<file path="config.mk">
export PLATFORM = sky130hd
export DESIGN_NAME = bp_be_late_wb_arbiter
export DESIGN_NICKNAME = d
export VERILOG_FILES = /design/src/rtl/bp_be_pkg.sv /design/src/rtl/bp_be_late_wb_src_fifo.sv /design/src/rtl/bp_be_late_wb_arbiter.sv
export SDC_FILE = /design/constraint.sdc
export NUM_CORES = 1
export LEC_CHECK = 0
export BUFFER_PORTS_ARGS = -buffer_cell sky130_fd_sc_hd__buf_2
export CORE_ASPECT_RATIO = 1.25
export CORE_MARGIN = 2
export CORE_UTILIZATION = 47
export CTS_CLUSTER_DIAMETER = 200
export DETAILED_ROUTE_END_ITERATION = 10
export GPL_TIMING_DRIVEN = 0
export PLACE_DENSITY = 0.68
export SLEW_MARGIN = 5
export SYNTH_ARGS = -nofsm -noshare
export SYNTH_HDL_FRONTEND = slang
export SYNTH_SLANG_ARGS = --single-unit
</file>
<file path="constraint.sdc">
create_clock -name clk_i -period 5.39 [get_ports clk_i]
set_clock_uncertainty 0.1 [all_clocks]
set_input_delay 0.2695 -clock clk_i [delete_from_list [all_inputs] [get_ports clk_i]]
set_output_delay 0.2695 -clock clk_i [all_outputs]
set_load 0.1 [all_outputs]
</file>
<file path="src/rtl/bp_be_pkg.sv">
// Shared BE types for the late writeback arbiter: FSM state enum, writeback packet, width helper.
// Consumed by bp_be_late_wb_arbiter (optional feature macro: BP_BE_LATE_WB_STARVE_EN).
package bp_be_pkg;

  typedef enum logic {
    e_idle,
    e_locked
  } bp_be_late_wb_arb_state_e;

  typedef struct packed {
    logic        ird_w_v;
    logic        frd_w_v;
    logic        fflags_w_v;
    logic [4:0]  rd_addr;
    logic [64:0] rd_data;
    logic [4:0]  fflags;
  } bp_be_wb_pkt_s;

  localparam int unsigned bp_be_wb_pkt_width_gp = $bits(bp_be_wb_pkt_s);

  // Index width that never collapses to zero bits for single-entry structures.
  function automatic int unsigned bp_be_clog2_min1(input int unsigned n);
    return (n > 1) ? $clog2(n) : 1;
  endfunction

endpackage

</file>
<file path="src/rtl/bp_be_late_wb_src_fifo.sv">
// Per-source late writeback buffer: els_p-deep 1r1w FIFO holding {force, pkt}.
// Enqueue is gated by full here; the caller only dequeues a non-empty FIFO.
module bp_be_late_wb_src_fifo
  import bp_be_pkg::*;
#(
  parameter int unsigned els_p   = 2,
  parameter int unsigned width_p = 79
) (
  input  logic               clk_i,
  input  logic               reset_n_i,
  input  logic               v_i,
  input  logic [width_p-1:0] data_i,
  input  logic               yumi_i,
  output logic               full_o,
  output logic               empty_o,
  output logic [width_p-1:0] data_o
);

  localparam int unsigned ptr_w_lp = bp_be_clog2_min1(els_p);
  localparam int unsigned cnt_w_lp = $clog2(els_p + 1);

  logic [width_p-1:0]  r_mem [els_p];
  logic [ptr_w_lp-1:0] r_wptr;
  logic [ptr_w_lp-1:0] r_rptr;
  logic [cnt_w_lp-1:0] r_cnt;
  logic                w_enq;
  logic                w_deq;

  function automatic logic [ptr_w_lp-1:0] ptr_inc(input logic [ptr_w_lp-1:0] p);
    return (p == ptr_w_lp'(els_p - 1)) ? '0 : p + 1'b1;
  endfunction

  assign full_o  = (r_cnt == cnt_w_lp'(els_p));
  assign empty_o = (r_cnt == '0);
  assign w_enq   = v_i & ~full_o;
  assign w_deq   = yumi_i & ~empty_o;
  assign data_o  = r_mem[r_rptr];

  always_ff @(posedge clk_i) begin
    if (!reset_n_i) begin
      r_wptr <= '0;
      r_rptr <= '0;
      r_cnt  <= '0;
    end else begin
      if (w_enq) r_wptr <= ptr_inc(r_wptr);
      if (w_deq) r_rptr <= ptr_inc(r_rptr);
      case ({w_enq, w_deq})
        2'b10:   r_cnt <= r_cnt + 1'b1;
        2'b01:   r_cnt <= r_cnt - 1'b1;
        default: r_cnt <= r_cnt;
      endcase
    end
  end

  // Storage is not reset; occupancy alone decides what is visible.
  always_ff @(posedge clk_i) begin
    if (w_enq) r_mem[r_wptr] <= data_i;
  end

endmodule

</file>
<file path="src/rtl/bp_be_late_wb_arbiter.sv">
// N-source late writeback arbiter: per-source FIFOs, force priority, round-robin, grant lock.
// Optional starvation escalation enabled by macro BP_BE_LATE_WB_STARVE_EN.
//
// state    | meaning
// e_idle   | arbitrate over FIFO heads each cycle; winner shown on the late wb port
// e_locked | winner was not consumed; hold grant_r until yumi, no preemption
module bp_be_late_wb_arbiter
  import bp_be_pkg::*;
#(
  parameter int unsigned num_src_p      = 3,
  parameter int unsigned els_p          = 2,
  parameter int unsigned wb_pkt_width_p = bp_be_wb_pkt_width_gp,
  parameter int unsigned starve_limit_p = 15,
  localparam int unsigned src_w_lp      = bp_be_clog2_min1(num_src_p)
) (
  input  logic                                clk_i,
  input  logic                                reset_n_i,
  input  logic [num_src_p*wb_pkt_width_p-1:0] src_pkt_i,
  input  logic [num_src_p-1:0]                src_v_i,
  input  logic [num_src_p-1:0]                src_force_i,
  output logic [num_src_p-1:0]                src_ready_and_o,
  output logic [wb_pkt_width_p-1:0]           late_wb_pkt_o,
  output logic                                late_wb_v_o,
  output logic                                late_wb_force_o,
  output logic [src_w_lp-1:0]                 late_wb_src_o,
  input  logic                                late_wb_yumi_i,
  output logic                                late_wb_pending_o
);

  logic [num_src_p-1:0]      w_full;
  logic [num_src_p-1:0]      w_empty;
  logic [num_src_p-1:0]      w_head_force;
  logic [num_src_p-1:0]      w_eff_force;
  logic [num_src_p-1:0]      w_deq;
  logic [wb_pkt_width_p:0]   w_head_data [num_src_p];
  logic [wb_pkt_width_p-1:0] w_head_pkt  [num_src_p];

  for (genvar i = 0; i < num_src_p; i++) begin : g_src
    bp_be_late_wb_src_fifo #(
      .els_p   (els_p),
      .width_p (wb_pkt_width_p + 1)
    ) u_fifo (
      .clk_i     (clk_i),
      .reset_n_i (reset_n_i),
      .v_i       (src_v_i[i]),
      .data_i    ({src_force_i[i], src_pkt_i[i*wb_pkt_width_p +: wb_pkt_width_p]}),
      .yumi_i    (w_deq[i]),
      .full_o    (w_full[i]),
      .empty_o   (w_empty[i]),
      .data_o    (w_head_data[i])
    );
    assign w_head_force[i] = w_head_data[i][wb_pkt_width_p];
    assign w_head_pkt[i]   = w_head_data[i][wb_pkt_width_p-1:0];
  end

`ifdef BP_BE_LATE_WB_STARVE_EN
  localparam int unsigned starve_w_lp = $clog2(starve_limit_p + 1);
  localparam logic [starve_w_lp-1:0] starve_max_lp = starve_w_lp'(starve_limit_p);

  logic [starve_w_lp-1:0] r_starve [num_src_p];

  // Age of each head in cycles without being consumed, saturating at the limit.
  always_ff @(posedge clk_i) begin
    for (int i = 0; i < num_src_p; i++) begin
      if (!reset_n_i || w_empty[i] || w_deq[i]) r_starve[i] <= '0;
      else if (r_starve[i] != starve_max_lp)    r_starve[i] <= r_starve[i] + 1'b1;
    end
  end

  for (genvar i = 0; i < num_src_p; i++) begin : g_eff_force
    assign w_eff_force[i] = w_head_force[i] | (r_starve[i] == starve_max_lp);
  end
`else
  assign w_eff_force = w_head_force;
`endif

  bp_be_late_wb_arb_state_e r_state;
  bp_be_late_wb_arb_state_e w_state_nxt;
  logic [src_w_lp-1:0]      r_grant;
  logic [src_w_lp-1:0]      w_grant_nxt;
  logic [src_w_lp-1:0]      r_rr_ptr;
  logic [src_w_lp-1:0]      w_rr_ptr_nxt;
  logic                     r_force;
  logic                     w_force_nxt;
  logic [src_w_lp-1:0]      w_win;
  logic [src_w_lp-1:0]      w_force_win;
  logic [src_w_lp-1:0]      w_rr_win;
  logic                     w_force_hit;
  logic                     w_any_v;
  logic [src_w_lp-1:0]      w_sel;
  logic                     w_sel_force;
  logic                     w_v;

  function automatic logic [src_w_lp-1:0] rr_inc(input logic [src_w_lp-1:0] p);
    return (p == src_w_lp'(num_src_p - 1)) ? '0 : p + 1'b1;
  endfunction

  assign w_any_v = ~&w_empty;

  // Descending scans so the last hit is the lowest index / nearest to rr_ptr.
  always_comb begin
    w_force_hit = 1'b0;
    w_force_win = '0;
    w_rr_win    = '0;
    for (int i = num_src_p - 1; i >= 0; i--) begin
      if (!w_empty[i] && w_eff_force[i]) begin
        w_force_hit = 1'b1;
        w_force_win = src_w_lp'(i);
      end
    end
    for (int k = num_src_p - 1; k >= 0; k--) begin
      int idx;
      idx = int'(r_rr_ptr) + k;
      if (idx >= int'(num_src_p)) idx = idx - int'(num_src_p);
      if (!w_empty[idx]) w_rr_win = src_w_lp'(idx);
    end
    w_win = w_force_hit ? w_force_win : w_rr_win;
  end

  always_comb begin
    w_state_nxt  = r_state;
    w_grant_nxt  = r_grant;
    w_force_nxt  = r_force;
    w_rr_ptr_nxt = r_rr_ptr;
    w_sel        = r_grant;
    w_sel_force  = r_force;
    w_v          = 1'b0;
    w_deq        = '0;
    unique case (r_state)
      e_idle: begin
        w_sel       = w_win;
        w_sel_force = w_eff_force[w_win];
        w_v         = w_any_v;
        if (w_any_v) begin
          if (late_wb_yumi_i) begin
            w_deq[w_win] = 1'b1;
            w_rr_ptr_nxt = rr_inc(w_win);
          end else begin
            w_state_nxt = e_locked;
            w_grant_nxt = w_win;
            w_force_nxt = w_eff_force[w_win];
          end
        end
      end
      e_locked: begin
        // Force is held from lock time so a head aging past the limit cannot glitch it.
        w_v = 1'b1;
        if (late_wb_yumi_i) begin
          w_deq[r_grant] = 1'b1;
          w_rr_ptr_nxt   = rr_inc(r_grant);
          w_state_nxt    = e_idle;
        end
      end
      default: begin
        w_state_nxt = e_idle;
      end
    endcase
  end

  always_ff @(posedge clk_i) begin
    if (!reset_n_i) begin
      r_state  <= e_idle;
      r_grant  <= '0;
      r_force  <= 1'b0;
      r_rr_ptr <= '0;
    end else begin
      r_state  <= w_state_nxt;
      r_grant  <= w_grant_nxt;
      r_force  <= w_force_nxt;
      r_rr_ptr <= w_rr_ptr_nxt;
    end
  end

  assign late_wb_v_o       = reset_n_i & w_v;
  assign late_wb_force_o   = late_wb_v_o & w_sel_force;
  assign late_wb_src_o     = late_wb_v_o ? w_sel : '0;
  assign late_wb_pkt_o     = late_wb_v_o ? w_head_pkt[w_sel] : '0;
  assign late_wb_pending_o = reset_n_i & w_any_v;
  assign src_ready_and_o   = {num_src_p{reset_n_i}} & ~w_full;

`ifndef SYNTHESIS
  always_ff @(posedge clk_i) begin
    if (reset_n_i) begin
      assert (!(late_wb_yumi_i && !late_wb_v_o))
        else $error("late_wb_yumi_i asserted while late_wb_v_o is low");
    end
  end
`endif

endmodule
</file>
==> out/results.ini <==
[outcome]
outcome = finished clean

[run]
cap_violations = 0

[critical_path]
cp-start-kind = flop
crit_slowest_cell = dfxtp_2
cp_data_arrival_time_ns = 4.67
max_stage_delay_ns = 0.57
critPathBufInv = 3
worst_path_dominant_cell_family = buffers and inverters
crit_fanout = 10
setup.worst_path.end_class = output port
path_common_cell = buf_2
cp_data_required_time_ns = 5.02
crit_type = reg2out
worstPathCellList = mux2i_1 -> o21ai_0 -> a22oi_1 -> o31a_1 -> nand2_1 -> clkbuf_1 -> buf_2 -> o32ai_1 -> buf_2

[global_routing]
grt_max_degree = 45
grt_pass1_vias = 14100
antenna_found_initial = 10
overflow = 0
grt_pass1_wl_mm = 81.2
grt_usage = 0.243

[clock_network]
cts_setup_buffers = 0
clk_pin_slew_worst_paths_ns = 0.06
clk-insertion-delay-late_ns = 0.56
clkSinkCount = 495
clockRootBuffer = clkbuf_16
cts_tree = built
clockBufferDepth = 3
htreeDepth = 2
cts_made_buffers = 48

[yosys]
synthCells = 1227
yosys.cell_types.count = 48
yosys.area.top_type = edfxtp_1
yosysMostFrequentCell = edfxtp_1
ys_top_cells_by_area = edfxtp_1, a211oi_1, mux2i_1
synth_warnings = 0
synth_area_um2 = 20000
synth-edff-count = 474
ys.flop_type = edfxtp_1
syn_avg_cell_area_um2 = 16.3
synth_fp_nets = 1475
yosysSeqAreaShare = 0.734
yosysTopAreaCellShare = 0.713
ys_seq_elements = 495
synth_common_cells = edfxtp_1, nor2b_1, a211oi_1
synth_async_sr_flop_share = 0

[timing]
rsz0062_at_grt = no
period_share = 0.935
finalMaxSlewViolations = 0
hold_viol = 0
whs_ns = 0.114
setup_viol = 0
slew_headroom = 0.337
period_minus_slack_ns = 5.04
fmaxAchievable_mhz = 198
worst_pin_slew_ns = 0.995
final.setup.worst_slack_ns = 0.349

[drt]
routed_via_density = 5.49
dr.pass1.iters = 7
remaining_drc_errors = 0
num_vias = 13500
drtIter0Drc = 855
drt-total-wl_mm = 54.2
drt.antenna.violating_nets = 0
routedWlPerCell_um = 22.0

[placement]
dpl.hpwl_mm = 35.4
portBuffers = 328
place_congestion = 0.865
dpl_worst_slack_ns = 0.578

[die]
io_pins = 329
die_w_um = 188
dieArea_um2 = 44100
die_y_um = 234
rows = 84
start_util = 0.475
core_um2 = 42000

[finish]
utilization = 0.632
area_growth_pct = 33.2
final_nets = 2103
drive_gt1_frac = 0.250
fillers = 3054

[min_path]
min_path_type = in2reg

==> cells in the final DEF, fill, tap and decap left out, types with 8 or more instances in the layout <==
master	Yosys	layout
dfxtp_1	21	20
a21oi_1	12	12
edfxtp_1	474	474
diode_2	0	9
a211oi_1	144	144
mux2i_1	94	94
clkbuf_16	0	50
o32ai_1	52	52
mux2_2	13	13
and2_1	13	13
clkbuf_1	66	78
o21ai_0	9	9
nand2_1	15	15
nor2b_1	146	146
dlygate4sd3_1	0	239
nor3_1	11	11
nand3_1	11	11
o22ai_1	8	8
nor2_1	21	18
o32ai_2	20	20
buf_2	14	342
==> registers in the layout, summed over array words and instances, names as in the netlist, named ones only <==
register / flops
g_src.u_fifo.r_cnt: 6
g_src.u_fifo.r_mem: 474
g_src.u_fifo.r_rptr: 3
g_src.u_fifo.r_wptr: 3
r_force: 1
r_grant: 2
r_rr_ptr: 2
r_state: 1
==> final timing paths <==
kind / end / from / cells after the start / slack (ns)
worst max register to register: g_src[1].u_fifo.r_cnt[1] / flop / 9 / 1.80
worst min-delay path: g_src[1].u_fifo.r_wptr / src_v_i[1] / 4 / 0.11
worst min register to register: flop / g_src[2].u_fifo.r_rptr / 2 / 0.38
worst max-delay path: late_wb_pkt_o[13] / flop / 9 / 0.35
==> area by class of cell <==
| cell class | count | area [um^2] | area share |
|---|---|---|---|
| inverters | 5 | 18.8 | 0.000706 |
| clock inverters | 21 | 206 | 0.00777 |
| repair buffers | 579 | 4330 | 0.163 |
| well taps | 559 | 699 | 0.0263 |
| plain buffers | 86 | 378 | 0.0142 |
| diodes | 9 | 22.5 | 0.000847 |
| multi-input cells | 640 | 4940 | 0.186 |
| clock buffers | 65 | 1330 | 0.0499 |
| flip-flops and latches | 495 | 14700 | 0.551 |
==> kinds of logic (layout without fill, tap and decap cells) <==
family | count (synthesis) | in the layout | synth area share
other | 0 | 9 | 0
flip-flops | 495 | 495 | 0.734
AO/OA/AOI/OAI | 276 | 276 | 0.114
adder cells (fa/ha/maj) | 5 | 5 | 0.00313
XOR/XNOR | 6 | 6 | 0.00263
multiplexers | 107 | 107 | 0.0545
AND/OR/NAND/NOR | 246 | 246 | 0.0715
buffers and inverters | 92 | 756 | 0.0201
==> metrics by stage <==
step | cell area, um^2 | TNS (ns) | std cells
final | 26600 | 0 | 2459
after global routing | 26600 | 0 | 2457
after CTS | 26600 | 0 | 2450
after detailed placement | 22600 | 0 | 2126
after global placement | 22300 | -439.16 | 2114
after floorplan | 20000 | 0 | 1227
==> worst reg2reg max path: stages (launching register included) <==
cell and delay (ns):
dfxtp_2 0.57, mux2i_1 0.52, nor2_1 0.11, nor3_1 0.27, clkbuf_1 0.38, a31oi_1 0.18
a21oi_1 0.46, ha_1 0.35, or3_1 0.35, a21boi_0 0.21
==> routing by layer <==
metal	global-route usage	vias to the layer above	share of wire
li1	-	6193	-
met1	0.297	6695	0.40
met2	0.442	498	0.52
met3	0.0383	108	0.055
met4	0.0823	6	0.028
met5	0	-	0.00059
==> repair_timing <==
action,in CTS,in global routing
hold buffers,239,0
resized for setup,0,1
hold endpoints to repair,480,0
setup endpoints to repair,4,3
Power is left out: the tool's default activity adds up to more than one toggle a clock period on the data nets, which glitch-free logic cannot reach.
